<file path="src/rtl/smc_pkg.sv">
// Shared constants and types for the weighted-sum chooser front end.
// Holds the frame geometry, loader state encoding and mode encodings.
package smc_pkg;

    localparam int SMC_W = 10;
    localparam int SMC_N = 6;

    typedef enum logic {
        LOAD = 1'b0,
        HOLD = 1'b1
    } smc_ld_state_t;

    localparam logic [1:0] MODE_HI_SUM  = 2'b00;
    localparam logic [1:0] MODE_HI_WSUM = 2'b01;
    localparam logic [1:0] MODE_LO_SUM  = 2'b10;
    localparam logic [1:0] MODE_LO_WSUM = 2'b11;

endpackage

</file>
<file path="src/rtl/smc_sort_loader_if.sv">
// Serial value stream in, sorted parallel frame out.
// master = the loader itself, slave = the producer/consumer environment.
interface smc_sort_loader_if #(
    parameter int W = 10
) ();

    logic         in_valid;
    logic         in_ready;
    logic [W-1:0] in_data;
    logic [1:0]   in_mode;
    logic         out_valid;
    logic         out_ready;
    logic [1:0]   mode;
    logic [W-1:0] n0, n1, n2, n3, n4, n5;

    modport master (
        input  in_valid, in_data, in_mode, out_ready,
        output in_ready, out_valid, mode, n0, n1, n2, n3, n4, n5
    );

    modport slave (
        output in_valid, in_data, in_mode, out_ready,
        input  in_ready, out_valid, mode, n0, n1, n2, n3, n4, n5
    );

endinterface

</file>
<file path="src/rtl/smc_sort_cell.sv">
// One slot of the insertion sorter: decides whether this slot keeps its
// value, takes its left neighbour's value, or takes the arriving value.
module smc_sort_cell #(
    parameter int W = 10
) (
    input  logic [W-1:0] slot,
    input  logic [W-1:0] left,
    input  logic [W-1:0] new_value,
    input  logic         filled,
    input  logic         left_filled,
    output logic [W-1:0] next_value,
    output logic         goes_right
);

    logic left_goes_right;

    // "<=" keeps ties stable: an equal newcomer lands after existing equals.
    assign goes_right      = filled && (slot <= new_value);
    assign left_goes_right = left_filled && (left <= new_value);

    assign next_value = goes_right                         ? slot :
                        (left_filled && !left_goes_right)  ? left :
                                                             new_value;

endmodule

</file>
<file path="src/rtl/smc_sort_loader.sv">
// Collects N serial values, insertion-sorts them on arrival and presents
// the sorted frame plus the mode captured with the first value.
module smc_sort_loader
    import smc_pkg::*;
#(
    parameter int W = SMC_W,
    parameter int N = SMC_N
) (
    input  logic             clk,
    input  logic             rst_n,
    smc_sort_loader_if.master bus
);

    localparam logic [2:0] LAST = 3'(N - 1);

    smc_ld_state_t state;
    logic [2:0]    count;
    logic [1:0]    mode_r;
    logic          in_ready_r;
    logic          out_valid_r;
    logic [W-1:0]  slot      [N];
    logic [W-1:0]  next_slot [N];
    logic [N-1:0]  filled;
    logic [N-1:0]  goes_right;

    for (genvar i = 0; i < N; i++) begin : g_cell
        logic [W-1:0] left_value;
        logic         left_filled;

        if (i == 0) begin : g_first
            assign left_value  = '0;
            assign left_filled = 1'b0;
        end else begin : g_rest
            assign left_value  = slot[i-1];
            assign left_filled = filled[i-1];
        end

        assign filled[i] = (3'(i) < count);

        smc_sort_cell #(.W(W)) u_cell (
            .slot        (slot[i]),
            .left        (left_value),
            .new_value   (bus.in_data),
            .filled      (filled[i]),
            .left_filled (left_filled),
            .next_value  (next_slot[i]),
            .goes_right  (goes_right[i])
        );
    end

    // NOTE: sequential state uses non-blocking assignments so every register
    // samples pre-edge values regardless of statement order.
    always_ff @(posedge clk) begin
        if (!rst_n) begin
            state       <= LOAD;
            count       <= '0;
            mode_r      <= 2'b00;
            in_ready_r  <= 1'b1;
            out_valid_r <= 1'b0;
            // NOTE: the slot array is small and its reset value is observable
            // on n0..n5, so it is reset explicitly rather than left undefined.
            for (int i = 0; i < N; i++) slot[i] <= '0;
        end else begin
            case (state)
                LOAD: begin
                    if (bus.in_valid) begin
                        // Slots left of the insertion point keep their value.
                        for (int i = 0; i < N; i++) begin
                            if (!goes_right[i]) slot[i] <= next_slot[i];
                        end
                        if (count == '0) mode_r <= bus.in_mode;
                        if (count == LAST) begin
                            count       <= '0;
                            state       <= HOLD;
                            in_ready_r  <= 1'b0;
                            out_valid_r <= 1'b1;
                        end else begin
                            count <= count + 3'd1;
                        end
                    end
                end
                HOLD: begin
                    if (bus.out_ready) begin
                        state       <= LOAD;
                        in_ready_r  <= 1'b1;
                        out_valid_r <= 1'b0;
                    end
                end
                default: state <= LOAD;
            endcase
        end
    end

    assign bus.in_ready  = in_ready_r;
    assign bus.out_valid = out_valid_r;
    assign bus.mode      = mode_r;
    assign bus.n0        = slot[0];
    assign bus.n1        = slot[1];
    assign bus.n2        = slot[2];
    assign bus.n3        = slot[3];
    assign bus.n4        = slot[4];
    assign bus.n5        = slot[5];

endmodule

</file>
<file path="src/flat_wrapper.sv">
// flat-port wrapper written by rule: the top's interface ports become plain ports
module smc_sort_loader_flat import smc_pkg::*;
#(
    parameter int W = SMC_W,
    parameter int N = SMC_N
)
  (clk, rst_n, bus_in_valid, bus_in_data, bus_in_mode, bus_out_ready, bus_in_ready, bus_out_valid, bus_mode, bus_n0, bus_n1, bus_n2, bus_n3, bus_n4, bus_n5);
  smc_sort_loader_if #(.W(W)) bus_i ();
  input  logic clk;
  input  logic rst_n;
  input wire logic [$bits(bus_i.in_valid)-1:0] bus_in_valid;
  input wire logic [$bits(bus_i.in_data)-1:0] bus_in_data;
  input wire logic [$bits(bus_i.in_mode)-1:0] bus_in_mode;
  input wire logic [$bits(bus_i.out_ready)-1:0] bus_out_ready;
  output wire logic [$bits(bus_i.in_ready)-1:0] bus_in_ready;
  output wire logic [$bits(bus_i.out_valid)-1:0] bus_out_valid;
  output wire logic [$bits(bus_i.mode)-1:0] bus_mode;
  output wire logic [$bits(bus_i.n0)-1:0] bus_n0;
  output wire logic [$bits(bus_i.n1)-1:0] bus_n1;
  output wire logic [$bits(bus_i.n2)-1:0] bus_n2;
  output wire logic [$bits(bus_i.n3)-1:0] bus_n3;
  output wire logic [$bits(bus_i.n4)-1:0] bus_n4;
  output wire logic [$bits(bus_i.n5)-1:0] bus_n5;
  assign bus_i.in_valid = bus_in_valid;
  assign bus_i.in_data = bus_in_data;
  assign bus_i.in_mode = bus_in_mode;
  assign bus_i.out_ready = bus_out_ready;
  assign bus_in_ready = bus_i.in_ready;
  assign bus_out_valid = bus_i.out_valid;
  assign bus_mode = bus_i.mode;
  assign bus_n0 = bus_i.n0;
  assign bus_n1 = bus_i.n1;
  assign bus_n2 = bus_i.n2;
  assign bus_n3 = bus_i.n3;
  assign bus_n4 = bus_i.n4;
  assign bus_n5 = bus_i.n5;
  smc_sort_loader #(.W(W), .N(N)) u_core (.clk(clk), .rst_n(rst_n), .bus(bus_i));
endmodule
</file>
<file path="config.mk">
export PLATFORM = sky130hd
export DESIGN_NAME = smc_sort_loader_flat
export DESIGN_NICKNAME = d
export VERILOG_FILES = /design/src/rtl/smc_pkg.sv /design/src/rtl/smc_sort_loader_if.sv /design/src/rtl/smc_sort_cell.sv /design/src/rtl/smc_sort_loader.sv /design/src/flat_wrapper.sv
export SDC_FILE = /design/constraint.sdc
export NUM_CORES = 1
export LEC_CHECK = 0
export CORE_MARGIN = 2
export CORE_UTILIZATION = 55
export DETAILED_ROUTE_END_ITERATION = 10
export PLACE_DENSITY = 0.86
export SKIP_CTS_REPAIR_TIMING = 1
export SYNTH_ARGS = -nofsm -noshare
export SYNTH_HDL_FRONTEND = slang
export SYNTH_SLANG_ARGS = --single-unit
</file>
<file path="constraint.sdc">
create_clock -name clk -period 3.75 [get_ports clk]
set_input_delay 0.9375 -clock clk [delete_from_list [all_inputs] [get_ports clk]]
set_output_delay 0.9375 -clock clk [all_outputs]
set_load 0.03 [all_outputs]
</file>
==> results.cfg, run 1 <==
[synth]
ys_seq_area_share_pct = 38.9
syn_inst = 479
synth_seq_cells = 68
synth_nets = 557
syn-cell-area_sq_um = 5040
yosys_warnings = 0
avgSynthCellArea_sq_um = 10.5
synth_cell_types = 50

[drt]
vias_per_cell = 6.68
wl_mm = 15.4
drtAntennaViolNets = 0
post_drt_wl_per_cell_um = 21.8
vias = 4731
first_iter_violations = 463
dr.pass1.iters = 6
drc = 0

[die]
fp.coreArea_sq_um = 8810
die_area_sq_um = 9950
row_count = 34
initial_core_util_pct = 57.2
die_h_um = 99.7
io_pins = 80
fp.dieW_um = 99.7

[run]
drv_cap = 0

[critical_path]
cp-start-kind = input port
r2r-end = u_core.slot[0][1]
worstRegToRegCells = 7
r2r_slack_ns = 1.16
worstSetupPathType = in -> reg
cp.arrival_ns = 3.32
cp-end-kind = flip-flop
required_ns = 3.73
rr_startpoint = u_core.slot[0][5]
crit_fanout = 10

[clock_network]
cts.path.max_buffers = 2
h-tree-depth = 3
cts.clk_slew.worst_paths_ns = 0.07
cts_sinks = 68
cts_tree = yes
insertion_delay_ns = 0.35
clock-root-buffer = clkbuf_8
cts_made_buffers = 9

[pwr]
sw_frac_of_total_pct = 35.8
share_seq_of_total_power_pct = 40.9
combinationalPowerShare_pct = 34.6
leakage_nw = 2.46
power.clock.fraction_pct = 24.5
powerDensity_nw_per_um2 = 371
p_total_mw = 2.37
netSwitchingPower_mw = 0.849
p_int_mw = 1.52
ir_worst_vdd_mv = 0.292

[cells_and_area]
layout_commonest_cell = clkdlybuf4s50_1
nNetsFinal = 673
syn2layout_area_growth_pct = 27.0
antennaDiodeCount = 0
layout_common_cells = clkdlybuf4s50_1 (79), ha_1 (62), edfxtp_1 (60), nand3_1 (50), o21ai_0 (47)
fillers = 610
multi_input_area_sq_um = 2870
seq_area_sq_um = 1960
drive_gt1_share_pct = 17.8

[global_routing]
antenna_found_initial = 0
gr-total-overflow = 0
gr-usage-all-layers_pct = 31.6
grt_pass1_vias = 4627
grt_first_pass_wirelength_mm = 23.9
grt_max_degree = 44

[timing]
rsz0062_at_grt = false
finalMaxSlewViolations = 0
holdWs_ns = 0.548
tns_ns = 0
fmax_mhz = 299
slew_headroom_pct = 41.1
worst_slew_pin_slew_ns = 0.877
period_minus_slack_ns = 3.34
finalCritPeriodShare_pct = 89.1
setup_viol = 0
finClkSkew_ns = 0.00548
hold_viol = 0

[placement]
dpl.hpwl_mm = 11.7
port_buffers = 79
place_congestion = 0.960

[min_path]
min_to = u_core.bus.mode[0]
hold_start = u_core.bus.mode[0]
holdPathStages = 2
hold_path_class = reg -> reg

[run_status]
status = finished clean
==> final cells by class <==
cell class	count	area share, %
Sequential cell	68	30.7
Timing Repair Buffer	123	17.7
Multi-Input combinational cell	362	44.8
Clock inverter	6	0.860
Tap cell	108	2.11
Clock buffer	10	1.99
Inverter	31	1.82
==> cell families after synthesis <==
kind of cell	Yosys count	share of synthesized area, %
adders and majority gates	62	15.4
AOI/OAI and AO/OA	185	29.1
buffers and inverters	49	4.15
and+or+nand+nor	112	11.9
DFF	68	38.9
xor gates and xnor gates	1	0.174
muxes	2	0.397
==> synthesized netlist by cell type (all sizes together) <==
cell	count	share of area, %
a2111o	1	0.22
a2111oi	1	0.55
a211oi	31	7.6
a21o	16	2.4
a21oi	44	4.4
a221o	4	0.79
a221oi	4	1.9
a311o	4	0.82
a311oi	4	1.9
a31oi	4	0.50
and2	2	0.25
and3	2	0.25
buf	12	1.4
clkbuf	6	0.45
dfxtp	8	3.2
edfxtp	60	36
ha	62	15
inv	31	2.3
mux2i	2	0.40
nand2	10	0.79
nand2b	3	0.37
nand3	50	5.0
nand4	13	1.6
nor2	9	0.82
nor2b	5	0.62
nor3	14	1.5
nor3b	2	0.40
o211a	5	0.99
o211ai	4	0.60
o21a	1	0.15
o21ai	58	5.8
o21ba	1	0.20
o22ai	1	0.12
o31ai	1	0.15
o32ai	1	0.17
or3	1	0.12
or3b	1	0.17
xnor2	1	0.17
==> flip-flops by register name (all words and copies together), names as in the netlist <==
signal / cells
u_core.slot: 60
u_core.count: 3
u_core.bus.mode: 2
u_core.bus.in_ready: 1
u_core.bus.out_valid: 1
u_core.state: 1
==> power groups by stage <==
| stage | clock (mW) | combinational (mW) | sequential, mW |
|---|---|---|---|
| 2_1_floorplan | 0 | 0.394 | 1.07 |
| 3_3_place_gp | 0 | 0.769 | 0.980 |
| 3_5_place_dp | 0 | 0.801 | 0.982 |
| 4_1_cts | 0.577 | 0.807 | 0.966 |
| 5_1_grt | 0.608 | 0.877 | 0.974 |
| 6_report | 0.580 | 0.821 | 0.970 |
==> critical path, stage by stage <==
cell             delay (ns)
clkdlybuf4s50_1        0.42
inv_1                  0.29
ha_1                   0.33
nand4_1                0.12
nor2_2                 0.05
buf_4                  0.16
a31oi_1                0.18
a21oi_1                0.11
o21ai_1                0.72
==> worst max-delay path by stage <==
stage | endpoint | slack [ns] | from | cells past startpoint
global route | u_core.slot[0][1] | 0.31 | bus_in_data[3] | 9
floorplan | u_core.slot[2][0] | 0.55 | bus_in_data[5] | 7
detailed placement | u_core.slot[0][8] | 0.12 | bus_in_data[3] | 9
finish | u_core.slot[0][1] | 0.41 | bus_in_data[3] | 9
CTS | u_core.slot[0][1] | 0.41 | bus_in_data[3] | 9
global placement | u_core.slot[0][7] | 0.24 | bus_in_data[3] | 9
==> per-layer routing <==
| layer | vias up | global-route usage (%) | part of all wire, % |
|---|---|---|---|
| li1 | 2124 | - | - |
| met1 | 2216 | 40.5 | 38 |
| met2 | 314 | 50.5 | 47 |
| met3 | 77 | 4.99 | 9.3 |
| met4 | 0 | 19.3 | 5.8 |
| met5 | - | 0 | 0 |
==> stage by stage <==
| step | util (%) | cells | setup slack [ns] | instance area (sq um) |
|---|---|---|---|---|
| 6_report | 72.7 | 708 | 0.408 | 6400 |
| 3_5_place_dp | 70.6 | 692 | 0.122 | 6220 |
| 3_3_place_gp | 70.6 | 692 | 0.243 | 6220 |
| 5_1_grt | 72.7 | 708 | 0.307 | 6400 |
| 4_1_cts | 72.7 | 708 | 0.412 | 6400 |
| 2_1_floorplan | - | 479 | 0.551 | 5040 |
No activity file was read; power rests on OpenSTA's default activity.
==> inputs of run 2 (changes only) <==
CORE_UTILIZATION = 58   (was 55)
SKIP_CTS_REPAIR_TIMING = not set   (was 1)
SYNTH_HIERARCHICAL = 1   (was not set)
==> run 2 against run 1 <==
  * Sequential power rose by 4%
  * Sequential share of layout area fell by 8.7 points
  * Hold slack got worse by 0.071 ns
  * Register-to-register slack got worse by 0.26 ns
  * Critical path type unchanged
  * Critical endpoint is now u_core/slot[3][4]
  * Largest cell class unchanged
  * Highest routed layer unchanged
==> results.cfg, run 2 <==
[cells_and_area]
final_cells = 995
fin_area_sq_um = 8940
antennaDiodeCount = 0
fillers = 774
multi_input_area_sq_um = 4780
layout_commonest_cell = ha_1
largest-register = u_core/slot
seq_area_sq_um = 1960
syn2layout_area_growth_pct = 25.3
fin_util_pct = 74.4
largest_reg_flops = 60
nNetsFinal = 981
layout_common_cells = ha_1 (122), inv_1 (98), clkdlybuf4s50_1 (79), and2_1 (62), edfxtp_1 (60)
drive_gt1_share_pct = 17.8

[die]
initial_core_util_pct = 59.4
die_area_sq_um = 13200
row_count = 40
io_pins = 80
fp.dieW_um = 115
die_h_um = 115
fp.coreArea_sq_um = 12000

[global_routing]
grt_first_pass_wirelength_mm = 31.0
antenna_found_initial = 0
gr-total-overflow = 0
grt_max_degree = 19
gr-usage-all-layers_pct = 30.3
grt_pass1_vias = 6233

[timing]
tns_ns = 0
setup_viol = 0
holdWs_ns = 0.477
worst_slew_pin_slew_ns = 0.576
slew_headroom_pct = 61.4
finalMaxSlewViolations = 0
period_minus_slack_ns = 3.63
hold_viol = 0
rsz0062_at_grt = false
fmax_mhz = 276
finalCritPeriodShare_pct = 96.7
finClkSkew_ns = 0.0113

[drt]
wl_mm = 19.4
dr.pass1.iters = 5
met2_wirelength_mm = 9.18
drc = 0
first_iter_violations = 432
wl_met3_mm = 1.22
top_layer = met4
vias_per_cell = 6.02
post_drt_wl_per_cell_um = 19.5
vias = 5990
drtAntennaViolNets = 0
met1_length_mm = 8.27

[critical_path]
cp-end-kind = flip-flop
cp-start-kind = input port
crit_fanout = 11
required_ns = 3.96
r2r_slack_ns = 0.90
cp.arrival_ns = 3.84
worstSetupPathType = in -> reg

[placement]
placedCellCount = 979
placed_cell_area_sq_um = 8650
place_congestion = 0.859
port_buffers = 79
dpl.hpwl_mm = 14.2

[synth]
syn-cell-area_sq_um = 7140
syn_inst = 686
synth_edf_count = 60
synth_seq_cells = 68
ys_seq_area_share_pct = 27.5
synth.largest_area_cell = edfxtp_1
avgSynthCellArea_sq_um = 10.4
synthTopCellsByArea = edfxtp_1 (25%), ha_1 (21%), mux2_1 (8.5%)
synth_cell_types = 41
yosys_warnings = 6
synthTopCellsByCount = ha_1 (122), inv_1 (98), and2_1 (62), edfxtp_1 (60), mux2_1 (54)
yosysTopAreaCellShare_pct = 25.2
async_flop_share_pct = 0
synthFlopType = edfxtp_1
synth.most_common_cell = ha_1

[run_status]
status = finished clean

[clock_network]
cts.clk_slew.worst_paths_ns = 0.05
h-tree-depth = 3
cts_sinks = 68
clock-root-buffer = clkbuf_16
cts_tree = yes
cts_made_buffers = 9
insertion_delay_ns = 0.35
ctsResizeCount = 0
cts.path.max_buffers = 2
cts_setup_buffers = 0
cts-hold-fix-buffers = 0

[pwr]
powerDensity_nw_per_um2 = 318
leakage_nw = 4.29
ir_worst_vdd_mv = 0.424

[min_path]
hold_path_class = reg -> reg

[run]
drv_cap = 0
==> run 2: cell types whose count changed after synthesis, moves of 12 or more <==
| cell | delta |
|---|---|
| and2_1 | +60 |
| a211oi_2 | -30 |
| and4_1 | +12 |
| inv_1 | +68 |
| nand3_1 | -44 |
| ha_1 | +60 |
| o21ai_0 | -23 |
| nor3_1 | -13 |
| mux2_2 | +42 |
| mux2i_1 | +12 |
| a21oi_1 | -13 |
| mux2_1 | +54 |
| mux2_4 | +12 |
==> run 2: worst paths after layout <==
path / to / cells past startpoint / startpoint
min: u_core/bus.in_ready / 1 / u_core/bus.in_ready
min reg2reg: u_core/bus.in_ready / 1 / u_core/bus.in_ready
max: u_core/slot[3][4] / 12 / bus_in_data[3]
max reg2reg: u_core/slot[3][4] / 8 / u_core/slot[3][4]
==> run 2: stage by stage <==
step / setup WS (ns) / power, mW
after floorplan: 0.481 / 1.61
after global placement: -0.00344 / 1.94
after detailed placement: -0.165 / 2.00
after CTS: 0.145 / 2.83
after global routing: 0.0130 / 2.97
final: 0.122 / 2.84
==> run 2: worst max-delay path, stage by stage <==
cell and delay [ns]:
clkdlybuf4s50_1 0.47, buf_4 0.21, inv_1 0.09, ha_1 0.30, a21o_1 0.12, a21oi_1 0.07
o221ai_1 0.23, a21oi_1 0.12, o21ba_2 0.47, inv_1 0.14, nor2_1 0.48, and2_1 0.22
==> run 2: power breakdown <==
part	total (mW)	internal [mW]	leakage, nW	switching, mW
logic	1.00	0.474	3.43	0.527
registers	1.01	0.905	0.722	0.109
clock network	0.826	0.506	0.139	0.320
total	2.84	1.88	4.29	0.955
==> run 2: cells by family after synthesis <==
| group | count (synthesis) | share of synthesized area, % |
|---|---|---|
| xor+xnor | 2 | 0.246 |
| compound gates | 121 | 11.9 |
| simple gates | 143 | 12.7 |
| mux | 122 | 19.6 |
| buf+inv | 107 | 6.58 |
| other cells | 1 | 0.0526 |
| flops | 68 | 27.5 |
| fa+ha+maj | 122 | 21.4 |
==> run 2: routing by layer <==
layer | up-vias | track usage (%)
met5 | - | 0
met4 | 0 | 15.3
met3 | 65 | 5.54
met2 | 233 | 49.8
met1 | 2886 | 38.3
li1 | 2806 | -
==> run 2: layout make-up <==
cell class,instances,share of cell area [%]
multi-input cells,531,53.5
flip-flops and latches,68,21.9
repair buffers,135,15.2
inverters,98,4.12
clock buffers,15,3.12
well taps,147,2.06
clock inverters,1,0.0560
==> inputs of run 3 (changes only) <==
CORE_MARGIN = 8   (was 2)
==> run 3 against run 2 <==
  * Combinational power about the same
  * Fmax up 3.5%
  * Clock-buffer cell count down 5
  * Cell count down 1.6%
  * Hold slack worse by 0.019 ns
  * Power down 0.62%
  * Sequential power about the same
  * Wire length up 0.18%
  * Cell area down 1.5%
  * Setup slack better by 0.12 ns
  * Via count down 1.3%
==> results.cfg, run 3 (synthesis results as in run 2) <==
[placement]
port_buffers = 79
place_congestion = 0.896
dpl.hpwl_mm = 14.7
placedCellCount = 963
dpl_worst_slack_ns = -0.0849

[global_routing]
gr-usage-all-layers_pct = 24.4
grt_pass1_vias = 6324
antenna_found_initial = 0
gr-total-overflow = 0
grt_first_pass_wirelength_mm = 31.6
grt_max_degree = 19

[clock_network]
insertion_delay_ns = 0.34
cts_setup_buffers = 0
h-tree-depth = 3
clock-root-buffer = clkbuf_16
cts_made_buffers = 9
cts.path.max_buffers = 2
cts_sinks = 68
ctsResizeCount = 0
cts-hold-fix-buffers = 0
cts.clk_slew.worst_paths_ns = 0.06
cts_tree = yes

[timing]
slew_headroom_pct = 64.1
finalCritPeriodShare_pct = 93.5
hold_viol = 0
rsz0062_at_grt = false
setup_viol = 0
finClkSkew_ns = 0.00766
fmax_mhz = 285
worst_slack_ns = 0.245
period_minus_slack_ns = 3.50
finalMaxSlewViolations = 0
worst_slew_pin_slew_ns = 0.536

[drt]
post_drt_wl_per_cell_um = 19.9
drtAntennaViolNets = 0
vias_per_cell = 6.04
vias = 5910
dr.pass1.iters = 7
wl_mm = 19.5
first_iter_violations = 487
drc = 0

[pwr]
p_int_mw = 1.87
sw_frac_of_total_pct = 33.7
leakage_nw = 4.20
combinationalPowerShare_pct = 34.7
p_total_mw = 2.82
ir_worst_vdd_mv = 0.232
netSwitchingPower_mw = 0.953
power.clock.fraction_pct = 29.4
powerDensity_nw_per_um2 = 320
share_seq_of_total_power_pct = 35.9

[cells_and_area]
final_cells = 979
fillers = 790
multi_input_area_sq_um = 4780
seq_area_sq_um = 1960
antennaDiodeCount = 0
nNetsFinal = 965
largest-register = u_core/slot
syn2layout_area_growth_pct = 23.4
layout_commonest_cell = ha_1
fin_util_pct = 73.3
largest_reg_flops = 60
layout_common_cells = ha_1 (122), inv_1 (98), clkdlybuf4s50_1 (79), and2_1 (62), edfxtp_1 (60)
drive_gt1_share_pct = 16.5

[critical_path]
crit_fanout = 11
cp-start-kind = input port
worstSetupPathType = in -> reg
required_ns = 3.95
cp.arrival_ns = 3.71
cp-end-kind = flip-flop
r2r_slack_ns = 1.05
worstRegToRegCells = 9

[die]
die_area_sq_um = 16100
fp.dieW_um = 127
io_pins = 80
fp.coreArea_sq_um = 12000
row_count = 40
die_h_um = 127
initial_core_util_pct = 59.4

[min_path]
holdPathStages = 1
hold_path_class = reg -> reg

[run]
drv_cap = 0

[run_status]
status = finished clean
## run 3: path summary, 6_finish.rpt
kind,start,to
min reg2reg,u_core/bus.in_ready,u_core/bus.in_ready
max reg2reg,u_core/slot[2][3],u_core/slot[3][4]
min,u_core/bus.in_ready,u_core/bus.in_ready
max,bus_in_data[3],u_core/slot[0][9]
## run 3: layout make-up
type	instances	area share (%)
sequential	68	22.3
multi-input combinational	531	54.3
tap	147	2.09
clock inverter	6	0.625
clock buffer	10	2.60
inverter	98	4.18
timing repair buffer	119	13.9
## run 3: stage by stage
step	setup TNS [ns]	instance area (sq um)	hold WS [ns]
final	0	8810	0.458
after floorplan	0	7210	0.485
after detailed placement	-1.23	8520	0.447
after CTS	0	8810	0.464
after global routing	0	8810	0.481
after global placement	0	8520	0.433
## run 3: power by group through the flow
| stage | clock network, mW | logic (mW) | registers (mW) |
|---|---|---|---|
| 2_1_floorplan | 0 | 0.500 | 1.11 |
| 3_3_place_gp | 0 | 0.900 | 1.02 |
| 3_5_place_dp | 0 | 0.957 | 1.03 |
| 4_1_cts | 0.838 | 0.966 | 1.01 |
| 5_1_grt | 0.866 | 1.06 | 1.03 |
| 6_report | 0.830 | 0.978 | 1.01 |
## run 3: metal layers
| layer | global-route usage, % | vias to the layer above | wire, um | part of all wire, % |
|---|---|---|---|---|
| li1 | - | 2779 | - | - |
| met1 | 29.0 | 2819 | 7900 | 41 |
| met2 | 40.8 | 254 | 9340 | 48 |
| met3 | 5.15 | 58 | 1520 | 7.8 |
| met4 | 12.3 | 0 | 709 | 3.6 |
| met5 | 0 | - | 0 | 0 |
## run 3: critical path, cell delays in order
cell and delay [ns]:
clkdlybuf4s50_1 0.46, buf_4 0.19, buf_4 0.14, inv_1 0.06
ha_1 0.30, a21o_1 0.12, a21oi_1 0.07, o221ai_1 0.16
a21oi_1 0.08, o21ba_2 0.44, inv_1 0.11, nor2_1 0.42
and2_1 0.22
